## src/rtl/call_stack_if.sv

```systemverilog
// Decode-side bundle for the return-address stack: CALL/RETURN strobes in, popped address and status out.
// master = decode/pcounter side, slave = call_stack.
interface call_stack_if #(
  parameter int DEPTH = 8,
  parameter int AW    = 11
);
  localparam int CW = $clog2(DEPTH) + 1;

  logic          push;
  logic          pop;
  logic [AW-1:0] pc_in;
  logic          clr_flags;
  logic [AW-1:0] ret_addr;
  logic          ret_valid;
  logic [AW-1:0] top;
  logic [CW-1:0] count;
  logic          overflow;
  logic          underflow;

  modport master (
    output push, pop, pc_in, clr_flags,
    input  ret_addr, ret_valid, top, count, overflow, underflow
  );

  modport slave (
    input  push, pop, pc_in, clr_flags,
    output ret_addr, ret_valid, top, count, overflow, underflow
  );
endinterface

```

## src/rtl/call_stack.sv

```systemverilog
// Circular return-address stack; ret_addr/ret_valid 1 clk after pop, top/count 1 clk after push.
// Never stalls: overflow overwrites the oldest entry, underflow returns the stale wrapped entry.
module call_stack #(
  parameter int DEPTH = 8,
  parameter int AW    = 11
) (
  input  logic          clk,
  input  logic          reset,
  call_stack_if.slave   bus
);
  localparam int PW = $clog2(DEPTH);
  localparam int CW = PW + 1;
  localparam logic [CW-1:0] FULL = CW'(DEPTH);

  logic [AW-1:0] stack [DEPTH];
  logic [PW-1:0] sp;
  logic [PW-1:0] sp_m1;
  logic [CW-1:0] cnt;
  logic [AW-1:0] ret_addr_q;
  logic          ret_valid_q;
  logic          ovf_q;
  logic          unf_q;

  logic [PW-1:0] nxt_sp;
  logic [CW-1:0] nxt_cnt;
  logic          wr_en;
  logic [PW-1:0] wr_idx;
  logic          do_ret;
  logic          ovf_set;
  logic          unf_set;

  assign sp_m1 = sp - PW'(1);

  always_comb begin
    nxt_sp  = sp;
    nxt_cnt = cnt;
    wr_en   = 1'b0;
    wr_idx  = sp;
    do_ret  = 1'b0;
    ovf_set = 1'b0;
    unf_set = 1'b0;
    unique case ({bus.push, bus.pop})
      2'b10: begin
        wr_en  = 1'b1;
        nxt_sp = sp + PW'(1);
        if (cnt == FULL) ovf_set = 1'b1;
        else             nxt_cnt = cnt + CW'(1);
      end
      2'b01: begin
        do_ret = 1'b1;
        nxt_sp = sp_m1;
        if (cnt == '0) unf_set = 1'b1;
        else           nxt_cnt = cnt - CW'(1);
      end
      2'b11: begin
        do_ret = 1'b1;
        wr_en  = 1'b1;
        if (cnt != '0) begin
          // Replace the top in place: the returned frame is swapped for the new one.
          wr_idx = sp_m1;
        end else begin
          unf_set = 1'b1;
          nxt_sp  = sp + PW'(1);
          nxt_cnt = CW'(1);
        end
      end
      default: ;
    endcase
  end

  always_ff @(posedge clk or negedge reset) begin
    if (!reset) begin
      for (int i = 0; i < DEPTH; i++) stack[i] <= '0;
      sp          <= '0;
      cnt         <= '0;
      ret_addr_q  <= '0;
      ret_valid_q <= 1'b0;
      ovf_q       <= 1'b0;
      unf_q       <= 1'b0;
    end else begin
      if (wr_en) stack[wr_idx] <= bus.pc_in;
      sp          <= nxt_sp;
      cnt         <= nxt_cnt;
      ret_valid_q <= do_ret;
      if (do_ret) ret_addr_q <= stack[sp_m1];
      // A new event in the same cycle as clr_flags keeps the flag set.
      ovf_q <= ovf_set | (ovf_q & ~bus.clr_flags);
      unf_q <= unf_set | (unf_q & ~bus.clr_flags);
    end
  end

  assign bus.ret_addr  = ret_addr_q;
  assign bus.ret_valid = ret_valid_q;
  assign bus.top       = stack[sp_m1];
  assign bus.count     = cnt;
  assign bus.overflow  = ovf_q;
  assign bus.underflow = unf_q;
endmodule

```

## src/flat_wrapper.sv

```systemverilog
// flat-port wrapper written by rule: the top's interface ports become plain ports
module call_stack_flat 
#(
  parameter int DEPTH = 8,
  parameter int AW    = 11
)
  (clk, reset, bus_push, bus_pop, bus_pc_in, bus_clr_flags, bus_ret_addr, bus_ret_valid, bus_top, bus_count, bus_overflow, bus_underflow);
  call_stack_if #(.DEPTH(DEPTH), .AW(AW)) bus_i ();
  input  logic clk;
  input  logic reset;
  input wire logic [$bits(bus_i.push)-1:0] bus_push;
  input wire logic [$bits(bus_i.pop)-1:0] bus_pop;
  input wire logic [$bits(bus_i.pc_in)-1:0] bus_pc_in;
  input wire logic [$bits(bus_i.clr_flags)-1:0] bus_clr_flags;
  output wire logic [$bits(bus_i.ret_addr)-1:0] bus_ret_addr;
  output wire logic [$bits(bus_i.ret_valid)-1:0] bus_ret_valid;
  output wire logic [$bits(bus_i.top)-1:0] bus_top;
  output wire logic [$bits(bus_i.count)-1:0] bus_count;
  output wire logic [$bits(bus_i.overflow)-1:0] bus_overflow;
  output wire logic [$bits(bus_i.underflow)-1:0] bus_underflow;
  assign bus_i.push = bus_push;
  assign bus_i.pop = bus_pop;
  assign bus_i.pc_in = bus_pc_in;
  assign bus_i.clr_flags = bus_clr_flags;
  assign bus_ret_addr = bus_i.ret_addr;
  assign bus_ret_valid = bus_i.ret_valid;
  assign bus_top = bus_i.top;
  assign bus_count = bus_i.count;
  assign bus_overflow = bus_i.overflow;
  assign bus_underflow = bus_i.underflow;
  call_stack #(.DEPTH(DEPTH), .AW(AW)) u_core (.clk(clk), .reset(reset), .bus(bus_i));
endmodule
```

## config.mk

```make
export PLATFORM = sky130hd
export DESIGN_NAME = call_stack_flat
export DESIGN_NICKNAME = d
export VERILOG_FILES = /design/src/rtl/call_stack_if.sv /design/src/rtl/call_stack.sv /design/src/flat_wrapper.sv
export SDC_FILE = /design/constraint.sdc
export NUM_CORES = 1
export LEC_CHECK = 0
export CAP_MARGIN = 20
export CORE_MARGIN = 4
export CORE_UTILIZATION = 58
export CTS_CLUSTER_SIZE = 14
export DETAILED_ROUTE_END_ITERATION = 8
export GPL_TIMING_DRIVEN = 0
export PLACE_DENSITY = 0.85
export RECOVER_POWER = 50
export SLEW_MARGIN = 20
export SYNTH_ARGS = -nofsm -noshare
export SYNTH_HDL_FRONTEND = slang
export SYNTH_SLANG_ARGS = --single-unit
```

## constraint.sdc

```tcl
create_clock -name clk -period 3.5 [get_ports clk]
set_input_delay 0.7 -clock clk [delete_from_list [all_inputs] [get_ports clk]]
set_output_delay 0.7 -clock clk [all_outputs]
set_load 0.02 [all_outputs]
```

==> results of run 1 <==
[cells by family after synthesis]
kind of cell | after synthesis
xor+xnor | 3
mux | 134
compound gates | 28
flops | 109
buf+inv | 29
fa+ha+maj | 4
simple gates | 36
[power breakdown]
part	leakage, nW	switching [mW]	internal, mW
Combinational	1.70	1.63	2.25
Clock	0.0760	0.434	0.261
Sequential	1.32	0.371	1.89
[through the flow]
step,setup TNS (ps),hold slack (ps),area [um2],util
global route,0,525.7,6371,0.6830
detailed placement,-8241,491.0,6216,0.6664
CTS,0,142.2,6406,0.6868
floorplan,0,404.4,5585,-
global placement,-241910,484.2,6187,0.6633
finish,0,508.8,6371,0.6830
[path summary, 6_finish.rpt]
path | to | slack, ps | from | depth (start not counted)
max in group asynchronous | u_core.stack[44]$_DFFE_PN0P_ | 1060 | reset | 2
hold reg to reg | u_core.bus.ret_addr[9]$_DFFE_PN0P_ | 510 | u_core.bus.ret_addr[9]$_DFFE_PN0P_ | 1
min in group asynchronous | u_core.stack[47]$_DFFE_PN0P_ | 560 | reset | 1
hold / removal | u_core.bus.ret_addr[9]$_DFFE_PN0P_ | 510 | u_core.bus.ret_addr[9]$_DFFE_PN0P_ | 1
setup reg to reg | u_core.stack[82]$_DFFE_PN0P_ | 880 | u_core.bus.count[1]$_DFFE_PN0P_ | 8
setup / recovery | bus_top[7] | 160 | u_core.sp[0]$_DFFE_PN0P_ | 8
[state kept, by name, summed over array words and instances (netlist names)]
register and flops:
u_core.bus.overflow 1, u_core.stack 88, u_core.bus.count 4, u_core.sp 3
u_core.bus.underflow 1, u_core.bus.ret_valid 1, u_core.bus.ret_addr 11
[cells in the mapped netlist, drive strengths merged, types with 2 or more instances]
library cell  count  area (um2)
nand3             5       30.03
mux2            111        1550
clkbuf           10       37.54
dfrtp           109        2728
o21ai             8       43.79
a31oi             5       31.28
buf              13       196.4
nand2            10       37.54
xnor2             2       17.52
o211a             4       40.04
mux4             22       495.5
nand2b            8       110.1
inv               6       22.52
ha                4       50.05
a21oi             3       15.01
nor2b             4       25.02
[layout make-up]
type                    count  area, um2  area share
flip-flops and latches    109       2728      0.4281
inverters                   6      22.52    0.003535
well taps                 129      161.4     0.02533
multi-input cells         205       2614      0.4103
clock inverters             5      36.28    0.005695
clock buffers              11      131.4     0.02062
repair buffers             45      427.9     0.06716
plain buffers              22      250.2     0.03928
[placed cells by master (no fill, tap or decap), drive strengths merged, types with 2 or more instances in the layout]
| cell type | Yosys | layout |
|---|---|---|
| nand3 | 5 | 5 |
| dlygate4sd3 | 0 | 11 |
| clkdlybuf4s50 | 0 | 21 |
| inv | 6 | 7 |
| ha | 4 | 4 |
| clkbuf | 10 | 22 |
| nand2b | 8 | 8 |
| mux4 | 22 | 22 |
| dlygate4sd2 | 0 | 11 |
| clkinvlp | 0 | 3 |
| buf | 13 | 13 |
| xnor2 | 2 | 2 |
| nand2 | 10 | 10 |
| dfrtp | 109 | 109 |
| o211a | 4 | 4 |
| nor2b | 4 | 4 |
| a31oi | 5 | 5 |
| mux2 | 111 | 111 |
| o21ai | 8 | 8 |
| a21oi | 3 | 3 |
[worst register-to-register path: stages, from the launching register on]
cell,delay [ps]
dfrtp_1,400
buf_6,140
or4_4,540
clkbuf_1,250
o211a_1,200
a31oi_1,270
nand2b_4,220
buf_12,160
mux2_4,320
[per-layer routing]
layer	wire [um]	GRT usage	vias up
met4	226	0.07401	0
met2	5397	0.3231	59
li1	-	-	1374
met1	4880	0.2966	1628
met5	0	0	-
met3	436	0.04372	19
[repair_timing]
item                       CTS  global route
resized for setup           23             1
setup endpoints to repair   11             1
hold buffers                 0             0
==> results.sh, run 1 <==
export IMPL_fin_ws_ps=160.4
export IMPL_start_util=0.5988
export IMPL_die_width_um=106.1
export IMPL_root_buffer="clkbuf_8"
export IMPL_synth_nets=363
export IMPL_p_total_mw=6.838
export IMPL_antenna_found_initial=0
export IMPL_syn_area_per_cell_um2=16.28
export IMPL_synth_edff_count=0
export IMPL_power_density_nw_per_um2=1073
export IMPL_fin_crit_sh=0.9542
export IMPL_numClockSinks=109
export IMPL_ys_async_sr_fraction=1.000
export IMPL_synth_area_mux_share=0.3687
export IMPL_grt_setup_unrepaired="no"
export IMPL_fmax_mhz=299.4
export IMPL_drc=0
export IMPL_ys_types=42
export IMPL_clockBufferDepth=2
export IMPL_ir_drop_mv=0.5590
export IMPL_port_buffer_count=44
export IMPL_vias=3080
export IMPL_vias_per_cell=5.789
export IMPL_worst_pin_slew_ps=1254
export IMPL_stdcell_count=532
export IMPL_period_needed_ps=3340
export IMPL_synth_compound_area_share=0.03562
export IMPL_grt_util_all_layers=0.2094
export IMPL_fillers=620
export IMPL_final_setup_skew_ps=7.837
export IMPL_max_cap_violations=0
export IMPL_place_ws_ps=-777.3
export IMPL_crit_slowest_cell="mux2_2"
export IMPL_first_global_vias=3241
export IMPL_io_pins=45
export IMPL_synthSimpleGateAreaFrac=0.04772
export IMPL_critPathBufInv=4
export IMPL_finalSetupViolations=0
export IMPL_cp_data_required_time_ps=2800
export IMPL_synth_area_um2=5585
export IMPL_synth_xor_xnor_area_share=0.004704
export IMPL_worstPathMaxFanout=10
export IMPL_yosys_area_share_adder=0.008961
export IMPL_hold_viol_final=0
export IMPL_placedCellCount=517
export IMPL_postRouteAntennaNets=0
export IMPL_routed_wl_um=10940
export IMPL_hp_class="reg -> reg"
export IMPL_relSlewSlack=0.1641
export IMPL_crit_family="buffers and inverters"
export IMPL_syn2layout_area_growth_pct=14.07
export IMPL_leakagePower_nw=3.089
export IMPL_clkTransAtPathRegs_ps=100
export IMPL_dp_hpwl_um=7172
export IMPL_grt_pass1_wl_um=18120
export IMPL_wl_per_cell_um=20.56
export IMPL_nets=418
export IMPL_place_congestion=0.7721
export IMPL_end_kind="primary output"
export IMPL_seq_area_frac_synth=0.4884
export IMPL_cts_htree_levels=3
export IMPL_ys_ff_latch=109
export IMPL_post_cts_buffers=0
export IMPL_grt_max_degree=87
export IMPL_drive_above_1_share=0.4417
export IMPL_crit_chain="clkbuf_4 -> inv_1 -> ha_4 -> nor2b_1 -> or2_2 -> buf_4 -> mux2_2 -> dlygate4sd2_1"
export IMPL_drtIter0Drc=150
export IMPL_startpoint_type="register"
export IMPL_synth_ff_type="dfrtp_1"
export IMPL_clock_latency_ps=380
export IMPL_cpPeakStageDelay_ps=410
export IMPL_worstSetupPathType="reg -> out"
export IMPL_coreArea_um2=9328
export IMPL_status="completed"
export IMPL_diodes=0
export IMPL_rows=35
export IMPL_cts_buffers=9
export IMPL_cts_tree="built"
export IMPL_die_area_um2=11260
export IMPL_slew_viol_final=0
export IMPL_netlist_instances=343
export IMPL_yosys_warnings=0
export IMPL_firstDrtPassIters=4
export IMPL_die_height_um=106.1
export IMPL_grt_ovfl_total=0
export IMPL_critPathArrivalTime_ps=2640
export IMPL_synth_top_family_by_area="multiplexers"
Power figures use the tool's default switching activity.
==> run 2: changes to the inputs <==
--- a/config.mk
+++ b/config.mk
@@ -6,7 +6,7 @@
 export NUM_CORES = 1
 export LEC_CHECK = 0
 export CAP_MARGIN = 20
-export CORE_MARGIN = 4
+export CORE_MARGIN = 5
 export CORE_UTILIZATION = 58
 export CTS_CLUSTER_SIZE = 14
 export DETAILED_ROUTE_END_ITERATION = 8
==> run 2 against run 1 <==
  * Total power decreased by 0.38%
  * Clock-buffer cell count shrank 1
  * Combinational power about the same
  * Cell count down 0.38%
  * Via count about the same
  * Sequential share of layout area barely moved
  * Non-clock buffer count stayed put
  * Sequential power barely moved
  * Die area is 3.8% higher
  * Wire length grew 1.3%
  * Design area is essentially flat
  * Critical path type unchanged
  * Highest routed layer unchanged
==> results.sh, run 2 (synthesized netlist as in run 1, its figures left out) <==
export IMPL_worst_pin_slew_ps=1425
export IMPL_diodes=0
export IMPL_seqPwrFrac=0.331
export IMPL_post_cts_buffers=0
export IMPL_reg2reg_to="u_core.stack[40]$_DFFE_PN0P_"
export IMPL_die_area_um2=11690
export IMPL_internal_power_mw=4.409
export IMPL_cp_data_required_time_ps=2800
export IMPL_grt_ovfl_total=0
export IMPL_start_util=0.5988
export IMPL_dp_hpwl_um=7130
export IMPL_hp_class="reg -> reg"
export IMPL_largest_reg_flops=88
export IMPL_die_height_um=108.1
export IMPL_fmax_mhz=304.4
export IMPL_multi_input_area_um2=2614
export IMPL_vias_per_cell=5.815
export IMPL_worstPathMaxFanout=10
export IMPL_clkTransAtPathRegs_ps=100
export IMPL_ctsHoldBuffers=0
export IMPL_wl_per_cell_um=20.90
export IMPL_critPathArrivalTime_ps=2590
export IMPL_routed_wl_um=11080
export IMPL_status="completed"
export IMPL_p_total_mw=6.812
export IMPL_max_cap_violations=0
export IMPL_postRouteAntennaNets=0
export IMPL_worstSetupPathType="reg -> out"
export IMPL_cts_resized=23
export IMPL_startpoint_type="register"
export IMPL_fin_crit_sh=0.9387
export IMPL_placedCellCount=517
export IMPL_holdPathStages=1
export IMPL_hold_viol_final=0
export IMPL_clkPwrFrac=0.097
export IMPL_r2r_start="u_core.bus.count[1]$_DFFE_PN0P_"
export IMPL_leakagePower_nw=3.102
export IMPL_r2r_slack_ps=900
export IMPL_layout_common_cells="dfrtp_1 (109), mux2_4 (80), mux2_2 (31)"
export IMPL_worstRegToRegCells=8
export IMPL_numClockSinks=109
export IMPL_fillers=597
export IMPL_vias=3082
export IMPL_relSlewSlack=0.04981
export IMPL_p_sw_mw=2.403
export IMPL_die_width_um=108.1
export IMPL_grt_setup_unrepaired="no"
export IMPL_end_kind="primary output"
export IMPL_drc=0
export IMPL_syn2layout_area_growth_pct=14.00
export IMPL_first_global_vias=3351
export IMPL_power_density_nw_per_um2=1070
export IMPL_cts_buffers=9
export IMPL_drtIter0Drc=165
export IMPL_place_congestion=0.7830
export IMPL_largest_register="u_core.stack"
export IMPL_finalSetupViolations=0
export IMPL_switching_share=0.3528
export IMPL_coreArea_um2=9328
export IMPL_final_setup_skew_ps=9.885
export IMPL_period_needed_ps=3285
export IMPL_comb_power_share=0.571
export IMPL_grt_util_all_layers=0.2044
export IMPL_crit_end="bus_top[3]"
export IMPL_grt_max_degree=84
export IMPL_drive_above_1_share=0.4414
export IMPL_final_common_cell="dfrtp_1"
export IMPL_grt_pass1_wl_um=18040
export IMPL_startpoint="u_core.sp[0]$_DFFE_PN0P_"
export IMPL_ir_drop_mv=0.4971
export IMPL_cts_tree="built"
export IMPL_clockBufferDepth=2
export IMPL_antenna_found_initial=0
export IMPL_placed_area_um2=6216
export IMPL_clock_latency_ps=370
export IMPL_cts_htree_levels=3
export IMPL_seqCellArea_um2=2728
export IMPL_nets=418
export IMPL_stdcell_count=530
export IMPL_final_area_um2=6367
export IMPL_port_buffer_count=44
export IMPL_firstDrtPassIters=4
export IMPL_rows=35
export IMPL_io_pins=45
export IMPL_slew_viol_final=0
export IMPL_root_buffer="clkbuf_8"
-- run 2: cell count changes in the layout (fill, tap and decap cells not counted), sizes merged --
cell           change
clkinvlp           -2
dlygate4sd2        -1
dlymetal6s2s       +1
clkinv             +1
dlygate4sd3        +1
buf                -1
clkdlybuf4s50      -1
-- run 2: worst min path at each step --
stage,start,end
2_1_floorplan,reset,u_core.bus.count[0]$_DFFE_PN0P_
3_3_place_gp,u_core.stack[76]$_DFFE_PN0P_,u_core.stack[76]$_DFFE_PN0P_
3_5_place_dp,u_core.stack[68]$_DFFE_PN0P_,u_core.stack[68]$_DFFE_PN0P_
4_1_cts,reset,u_core.bus.ret_addr[5]$_DFFE_PN0P_
5_1_grt,u_core.stack[79]$_DFFE_PN0P_,u_core.stack[79]$_DFFE_PN0P_
6_report,u_core.bus.ret_addr[8]$_DFFE_PN0P_,u_core.bus.ret_addr[8]$_DFFE_PN0P_
-- run 2: area by class of cell --
type,instances,area share
Inverter,6,0.003537
Buffer,22,0.04028
Clock inverter,4,0.004127
Sequential cell,109,0.4284
Timing Repair Buffer,45,0.06779
Clock buffer,10,0.02004
Tap cell,129,0.02535
Multi-Input combinational cell,205,0.4105
-- run 2: worst max-delay path, cell delays in order, from the launching register on --
cell and delay (ps):
dfrtp_1 360, clkbuf_4 230, inv_1 110, ha_4 360
clkbuf_8 220, mux4_2 310, mux2_2 290, dlygate4sd2_1 330
-- run 2: stage by stage --
stage / setup TNS, ps / hold slack [ps] / util / setup WS [ps]
final: 0 / 507.3 / 0.6826 / 214.6
after global routing: 0 / 528.7 / 0.6826 / 122.6
after CTS: 0 / 184.7 / 0.6861 / 1.604
after detailed placement: -8409 / 489.0 / 0.6664 / -783.9
after global placement: -252520 / 482.6 / 0.6633 / -2252
after floorplan: 0 / 404.4 / - / 523.9
-- run 2: power by group through the flow --
stage	logic, mW	clock network [mW]	registers, mW
after CTS	3.97	0.676	2.25
after global routing	4.13	0.715	2.32
after global placement	3.89	0	2.22
after floorplan	2.79	0	2.26
final	3.89	0.662	2.26
after detailed placement	3.99	0	2.26
-- run 2: routing by layer --
metal  routed length [um]  part of all wire  GRT usage
met5                    0                 0          0
met4                  150             0.014    0.05681
met3                  405             0.037    0.03284
met2                 5585              0.50     0.3428
met1                 4937              0.45     0.2784
==> run 3: changes to the inputs <==
--- a/config.mk
+++ b/config.mk
@@ -12,7 +12,7 @@
 export DETAILED_ROUTE_END_ITERATION = 8
 export GPL_TIMING_DRIVEN = 0
 export PLACE_DENSITY = 0.85
-export RECOVER_POWER = 50
+export RECOVER_POWER = 25
 export SLEW_MARGIN = 20
 export SYNTH_ARGS = -nofsm -noshare
 export SYNTH_HDL_FRONTEND = slang
==> run 3 against run 2 <==
  * Non-clock buffer count stayed put
  * Total power is 0.33% higher
  * Clock skew hardly changed
  * Clock power hardly changed
  * Cell count stayed put
  * Die area stayed put
  * Sequential share of layout area is 0.050 points lower
  * Critical path depth is 1 higher
  * Via count is 0.52% lower
  * Global-route usage stayed put
  * Clock-buffer cell count stayed put
  * Worst hold slack better by 0.85 ps
  * Largest power group unchanged
==> results.sh, run 3 (synthesized netlist as in run 1, its figures left out) <==
export IMPL_r2r_slack_ps=930
export IMPL_ir_drop_mv=0.4981
export IMPL_finalSetupViolations=0
export IMPL_stdcell_count=530
export IMPL_hold_viol_final=0
export IMPL_worst_pin_slew_ps=1428
export IMPL_wl_per_cell_um=20.83
export IMPL_seqPwrFrac=0.331
export IMPL_period_needed_ps=3295
export IMPL_largest_register="u_core.stack"
export IMPL_max_cap_violations=0
export IMPL_die_width_um=108.1
export IMPL_coreArea_um2=9328
export IMPL_final_area_um2=6375
export IMPL_clock_latency_ps=370
export IMPL_layout_core_utilization=0.6834
export IMPL_drtIter0Drc=154
export IMPL_drive_above_1_share=0.4439
export IMPL_min_from="u_core.stack[76]$_DFFE_PN0P_"
export IMPL_root_buffer="clkbuf_8"
export IMPL_io_pins=45
export IMPL_p_sw_mw=2.402
export IMPL_routed_wl_um=11040
export IMPL_p_total_mw=6.835
export IMPL_grt_max_degree=84
export IMPL_internal_power_mw=4.433
export IMPL_worstPathMaxFanout=10
export IMPL_drc=0
export IMPL_fmax_mhz=303.5
export IMPL_comb_power_share=0.573
export IMPL_cts_htree_levels=3
export IMPL_slew_viol_final=0
export IMPL_status="completed"
export IMPL_largest_reg_flops=88
export IMPL_grt_setup_unrepaired="no"
export IMPL_ctsHoldBuffers=0
export IMPL_layout_common_cells="dfrtp_1 (109), mux2_4 (80), clkdlybuf4s50_1 (32)"
export IMPL_die_height_um=108.1
export IMPL_dp_hpwl_um=7130
export IMPL_startpoint_type="register"
export IMPL_reg2reg_to="u_core.stack[72]$_DFFE_PN0P_"
export IMPL_nets=418
export IMPL_end_kind="primary output"
export IMPL_startpoint="u_core.sp[0]$_DFFE_PN0P_"
export IMPL_hold_slack_ps=508.1
export IMPL_r2r_start="u_core.bus.count[1]$_DFFE_PN0P_"
export IMPL_relSlewSlack=0.04811
export IMPL_placed_area_um2=6216
export IMPL_first_global_vias=3351
export IMPL_cts_tree="built"
export IMPL_die_area_um2=11690
export IMPL_vias=3066
export IMPL_numClockSinks=109
export IMPL_grt_pass1_wl_um=18040
export IMPL_clkPwrFrac=0.097
export IMPL_final_setup_skew_ps=10.03
export IMPL_grt_util_all_layers=0.2044
export IMPL_cp_data_required_time_ps=2800
export IMPL_clockBufferDepth=2
export IMPL_worstRegToRegCells=7
export IMPL_vias_per_cell=5.785
export IMPL_leakagePower_nw=3.095
export IMPL_place_congestion=0.7830
export IMPL_diodes=0
export IMPL_postRouteAntennaNets=0
export IMPL_fin_ws_ps=205.1
export IMPL_hp_class="reg -> reg"
export IMPL_finalSetupTns_ps=0
export IMPL_worstSetupPathType="reg -> out"
export IMPL_syn2layout_area_growth_pct=14.14
export IMPL_critPathArrivalTime_ps=2590
export IMPL_placedCellCount=517
export IMPL_port_buffer_count=44
export IMPL_grt_ovfl_total=0
export IMPL_crit_end="bus_top[9]"
export IMPL_firstDrtPassIters=4
export IMPL_antenna_found_initial=0
export IMPL_place_ws_ps=-783.9
export IMPL_rows=35
export IMPL_switching_share=0.3514
export IMPL_cts_buffers=9
export IMPL_start_util=0.5988
export IMPL_power_density_nw_per_um2=1072
export IMPL_clkTransAtPathRegs_ps=90
export IMPL_fin_crit_sh=0.9414
export IMPL_final_common_cell="dfrtp_1"
run 3: cell count changes in the layout (fill, tap and decap cells not counted), sizes merged:
cell           before  now
clkdlybuf4s50      20   32
buf                12   13
clkbuf             22   21
dlygate4sd3        12    0
run 3: what timing repair did:
action                     4_1_cts  5_1_grt
gates resized for setup         23        1
cloned                           0        0
hold endpoints to repair         0        0
setup buffers                    0        0
setup endpoints to repair       11        1
run 3: layout make-up:
type                       instances  area, um2
inverter                           6      22.52
sequential                       109       2728
fill                             596       2953
multi-input combinational        205       2614
tap                              129      161.4
timing repair buffer              45      431.7
buffer                            22      264.0
clock buffer                      10      127.6
clock inverter                     4      26.28
run 3: how the worst min path moves through the flow:
stage,endpoint,slack [ps],depth (start not counted)
finish,u_core.stack[76]$_DFFE_PN0P_,510,1
global placement,u_core.stack[76]$_DFFE_PN0P_,480,1
global route,u_core.stack[79]$_DFFE_PN0P_,530,1
floorplan,u_core.bus.count[0]$_DFFE_PN0P_,400,0
detailed placement,u_core.stack[68]$_DFFE_PN0P_,490,1
CTS,u_core.bus.ret_addr[5]$_DFFE_PN0P_,180,1
run 3: layer usage:
layer	wire length (um)	track usage	up-vias
met4	153	0.05681	0
met5	0	0	-
met2	5622	0.3428	55
met3	444	0.03284	12
li1	-	-	1368
met1	4820	0.2784	1631
run 3: power by group through the flow:
stage          logic [mW]  clock network (mW)  registers (mW)
4_1_cts              3.97               0.676            2.25
5_1_grt              4.16               0.715            2.32
3_5_place_dp         3.99                   0            2.26
2_1_floorplan        2.79                   0            2.26
6_report             3.92               0.660            2.26
3_3_place_gp         3.89                   0            2.22
run 3: critical path, stage by stage (launching register included):
cell	delay (ps)
dfrtp_1	390
clkbuf_4	210
inv_1	150
ha_4	180
nor2b_1	220
or2_2	170
clkbuf_8	210
mux2_2	370
dlygate4sd2_1	330
==> variant, RTL diff (settings of run 3) <==
`AW` is set to 11 in 3 places; all go to 13.
--- a/src/rtl/call_stack_if.sv
+++ b/src/rtl/call_stack_if.sv
@@ -3,5 +3,5 @@
 interface call_stack_if #(
   parameter int DEPTH = 8,
-  parameter int AW    = 11
+  parameter int AW    = 13
 );
   localparam int CW = $clog2(DEPTH) + 1;
--- a/src/rtl/call_stack.sv
+++ b/src/rtl/call_stack.sv
@@ -3,5 +3,5 @@
 module call_stack #(
   parameter int DEPTH = 8,
-  parameter int AW    = 11
+  parameter int AW    = 13
 ) (
   input  logic          clk,
--- a/src/flat_wrapper.sv
+++ b/src/flat_wrapper.sv
@@ -3,5 +3,5 @@
 #(
   parameter int DEPTH = 8,
-  parameter int AW    = 11
+  parameter int AW    = 13
 )
   (clk, reset, bus_push, bus_pop, bus_pc_in, bus_clr_flags, bus_ret_addr, bus_ret_valid, bus_top, bus_count, bus_overflow, bus_underflow);
Interface: changed (resized bus_pc_in, bus_ret_addr and bus_top); port bits go from 45 to 51. No check against the original RTL was run, so the function may have changed too.
==> variant against run 3 <==
  * The run now ends with max-capacitance violations, max-slew violations left
  * Synthesized cell count grew 18%
  * Largest power group unchanged
  * Setup slack lost 0.12 ns
  * Clock skew shrank 0.00062 ns
  * Power grew 21%
  * Sequential cell count grew 18
  * Final area grew 16%
  * Area after synthesis grew 8.6%
  * Wire length grew 21%
  * Critical path depth is the same
  * Register-to-register slack lost 0.41 ns
  * Via count grew 24%
  * Largest cell class unchanged
  * Fmax shrank 3.5%
==> variant: results (changes against run 3) <==
[critical_path]
slowest_stage = dfrtp_2  ; was dfrtp_1
max_stage_delay_ns = 0.44  ; was 0.39 ns
cp.arrival_ns = 2.71  ; was 2.59 ns

[job]
drv_cap = 1  ; was 0

[global_routing]
grtUsageTotal_pct = 22.75  ; was 20.44%
grt_start_max_net_pins = 88  ; was 84
grt_pass1_wl_mm = 22.13  ; was 18.04 mm

[logic_synthesis]
yosysSeqAreaShare_pct = 52.41  ; was 48.84%
synthTopCellsByArea = dfrtp_1 (52%), mux2_2 (19%), mux4_2 (9.7%), mux2_1 (4.5%), mux2_4 (1.7%)  ; was dfrtp_1 (49%), mux2_4 (22%), mux4_2 (8.9%), mux2_2 (6.3%), buf_12 (2.9%)
syn_avg_cell_area_um2 = 14.97  ; was 16.28 µm²
synth_cell_types = 43  ; was 42
yosys_warnings = 0  ; unchanged
syn-num-nets = 427  ; was 363

[detailed_routing]
drt-pass1-iter-count = 5  ; was 4
wl_per_cell_um = 21.43  ; was 20.83 µm

[clocking]
h-tree-depth = 4  ; was 3
cts_buffers = 17  ; was 9
clkLatencyLatePin_ns = 0.52  ; was 0.37 ns

[final_layout]
drive_above_1_share_pct = 40.08  ; was 44.39%
largest_register_ffs = 104  ; was 88
nFillCells = 669  ; was 596
stdcell_count = 625  ; was 530

[status]
violations = max-capacitance violations, max-slew violations
status = finished with violations  ; was complete, no violations

[placed_design]
dp_hpwl_mm = 8.386  ; was 7.130 mm
gp_congestion = 0.8879  ; was 0.7830

[hold_path]
hold_start = u_core.stack[99]$_DFFE_PN0P_  ; was u_core.stack[76]$_DFFE_PN0P_

[sta]
slew_violations = 41  ; was 0
skew_ns = 0.009405  ; was 0.01003 ns
worst_slew_pin_slew_ns = 2.340  ; was 1.428 ns

[power]
p_leak_nw = 3.205  ; was 3.095 nW

variant: cell count changes after synthesis, moves of 5 or more:
cell and delta:
a211oi_1 +5, buf_12 -8, buf_2 +6, dfrtp_1 +18
mux2_1 +24, mux2_2 +69, mux2_4 -73, nand2b_4 -8
nor2_1 +8
variant: per-layer routing:
metal | routed length [µm] | global-route usage [%] | vias to the layer above
met1 | 5687 | 30.29 | 1993
met2 | 6795 | 36.63 | 111
li1 | - | - | 1668
met3 | 712 | 5.553 | 18
met4 | 200 | 8.333 | 0
met5 | 0 | 0 | -
variant: stage by stage:
stage	instance area (µm²)	TNS [ns]	setup slack (ns)
6_report	7370	0	0.08576
5_1_grt	7370	0	0.005682
4_1_cts	7367	0	0.02137
3_5_place_dp	6753	-19.18	-1.397
3_3_place_gp	6724	-396.25	-2.983
2_1_floorplan	6063	0	0.07016
variant: layout make-up:
| class | count | share of cell area [%] |
|---|---|---|
| multi-input combinational | 244 | 36.88 |
| clock inverter | 10 | 1.205 |
| buffer | 28 | 2.937 |
| clock buffer | 22 | 6.146 |
| inverter | 6 | 0.3056 |
| timing repair buffer | 52 | 7.063 |
| tap | 136 | 2.309 |
| sequential | 127 | 43.16 |
variant: repair_timing:
item                       CTS  global route
gates resized for setup     39             7
setup endpoints to repair   34             9
setup buffers                2             0
variant: power breakdown:
part	leakage, nW	switching, mW	internal [mW]
logic	1.41	1.91	2.21
registers	1.53	0.384	2.21
clock network	0.257	0.619	0.973
total	3.20	2.91	5.39
variant: cells by family after synthesis:
kind of cell,after synthesis,synth area share (%)
muxes,159,34.75
DFF,127,52.41
AOI/OAI and AO/OA,41,5.427
and+or+nand+nor,36,2.992
buffers and inverters,34,3.013
xor gates and xnor gates,4,0.5779
adders and majority gates,4,0.8255
variant: path summary, 6_finish.rpt:
kind | slack (ns) | cells after the start | to
setup / recovery | 0.09 | 8 | bus_top[11]
hold / removal | 0.49 | 1 | u_core.stack[99]$_DFFE_PN0P_
max in group asynchronous | 1.27 | 1 | u_core.stack[43]$_DFFE_PN0P_
setup reg to reg | 0.52 | 7 | u_core.stack[31]$_DFFE_PN0P_
min in group asynchronous | 0.88 | 1 | u_core.bus.ret_addr[6]$_DFFE_PN0P_
hold reg to reg | 0.49 | 1 | u_core.stack[99]$_DFFE_PN0P_
variant: worst max-delay path, delay by kind of cell (launching register included):
family,cells,cell delay (ns)
buffers and inverters,5,0.92
multiplexers,2,0.58
flip-flops,1,0.44
adder cells (fa/ha/maj),1,0.26
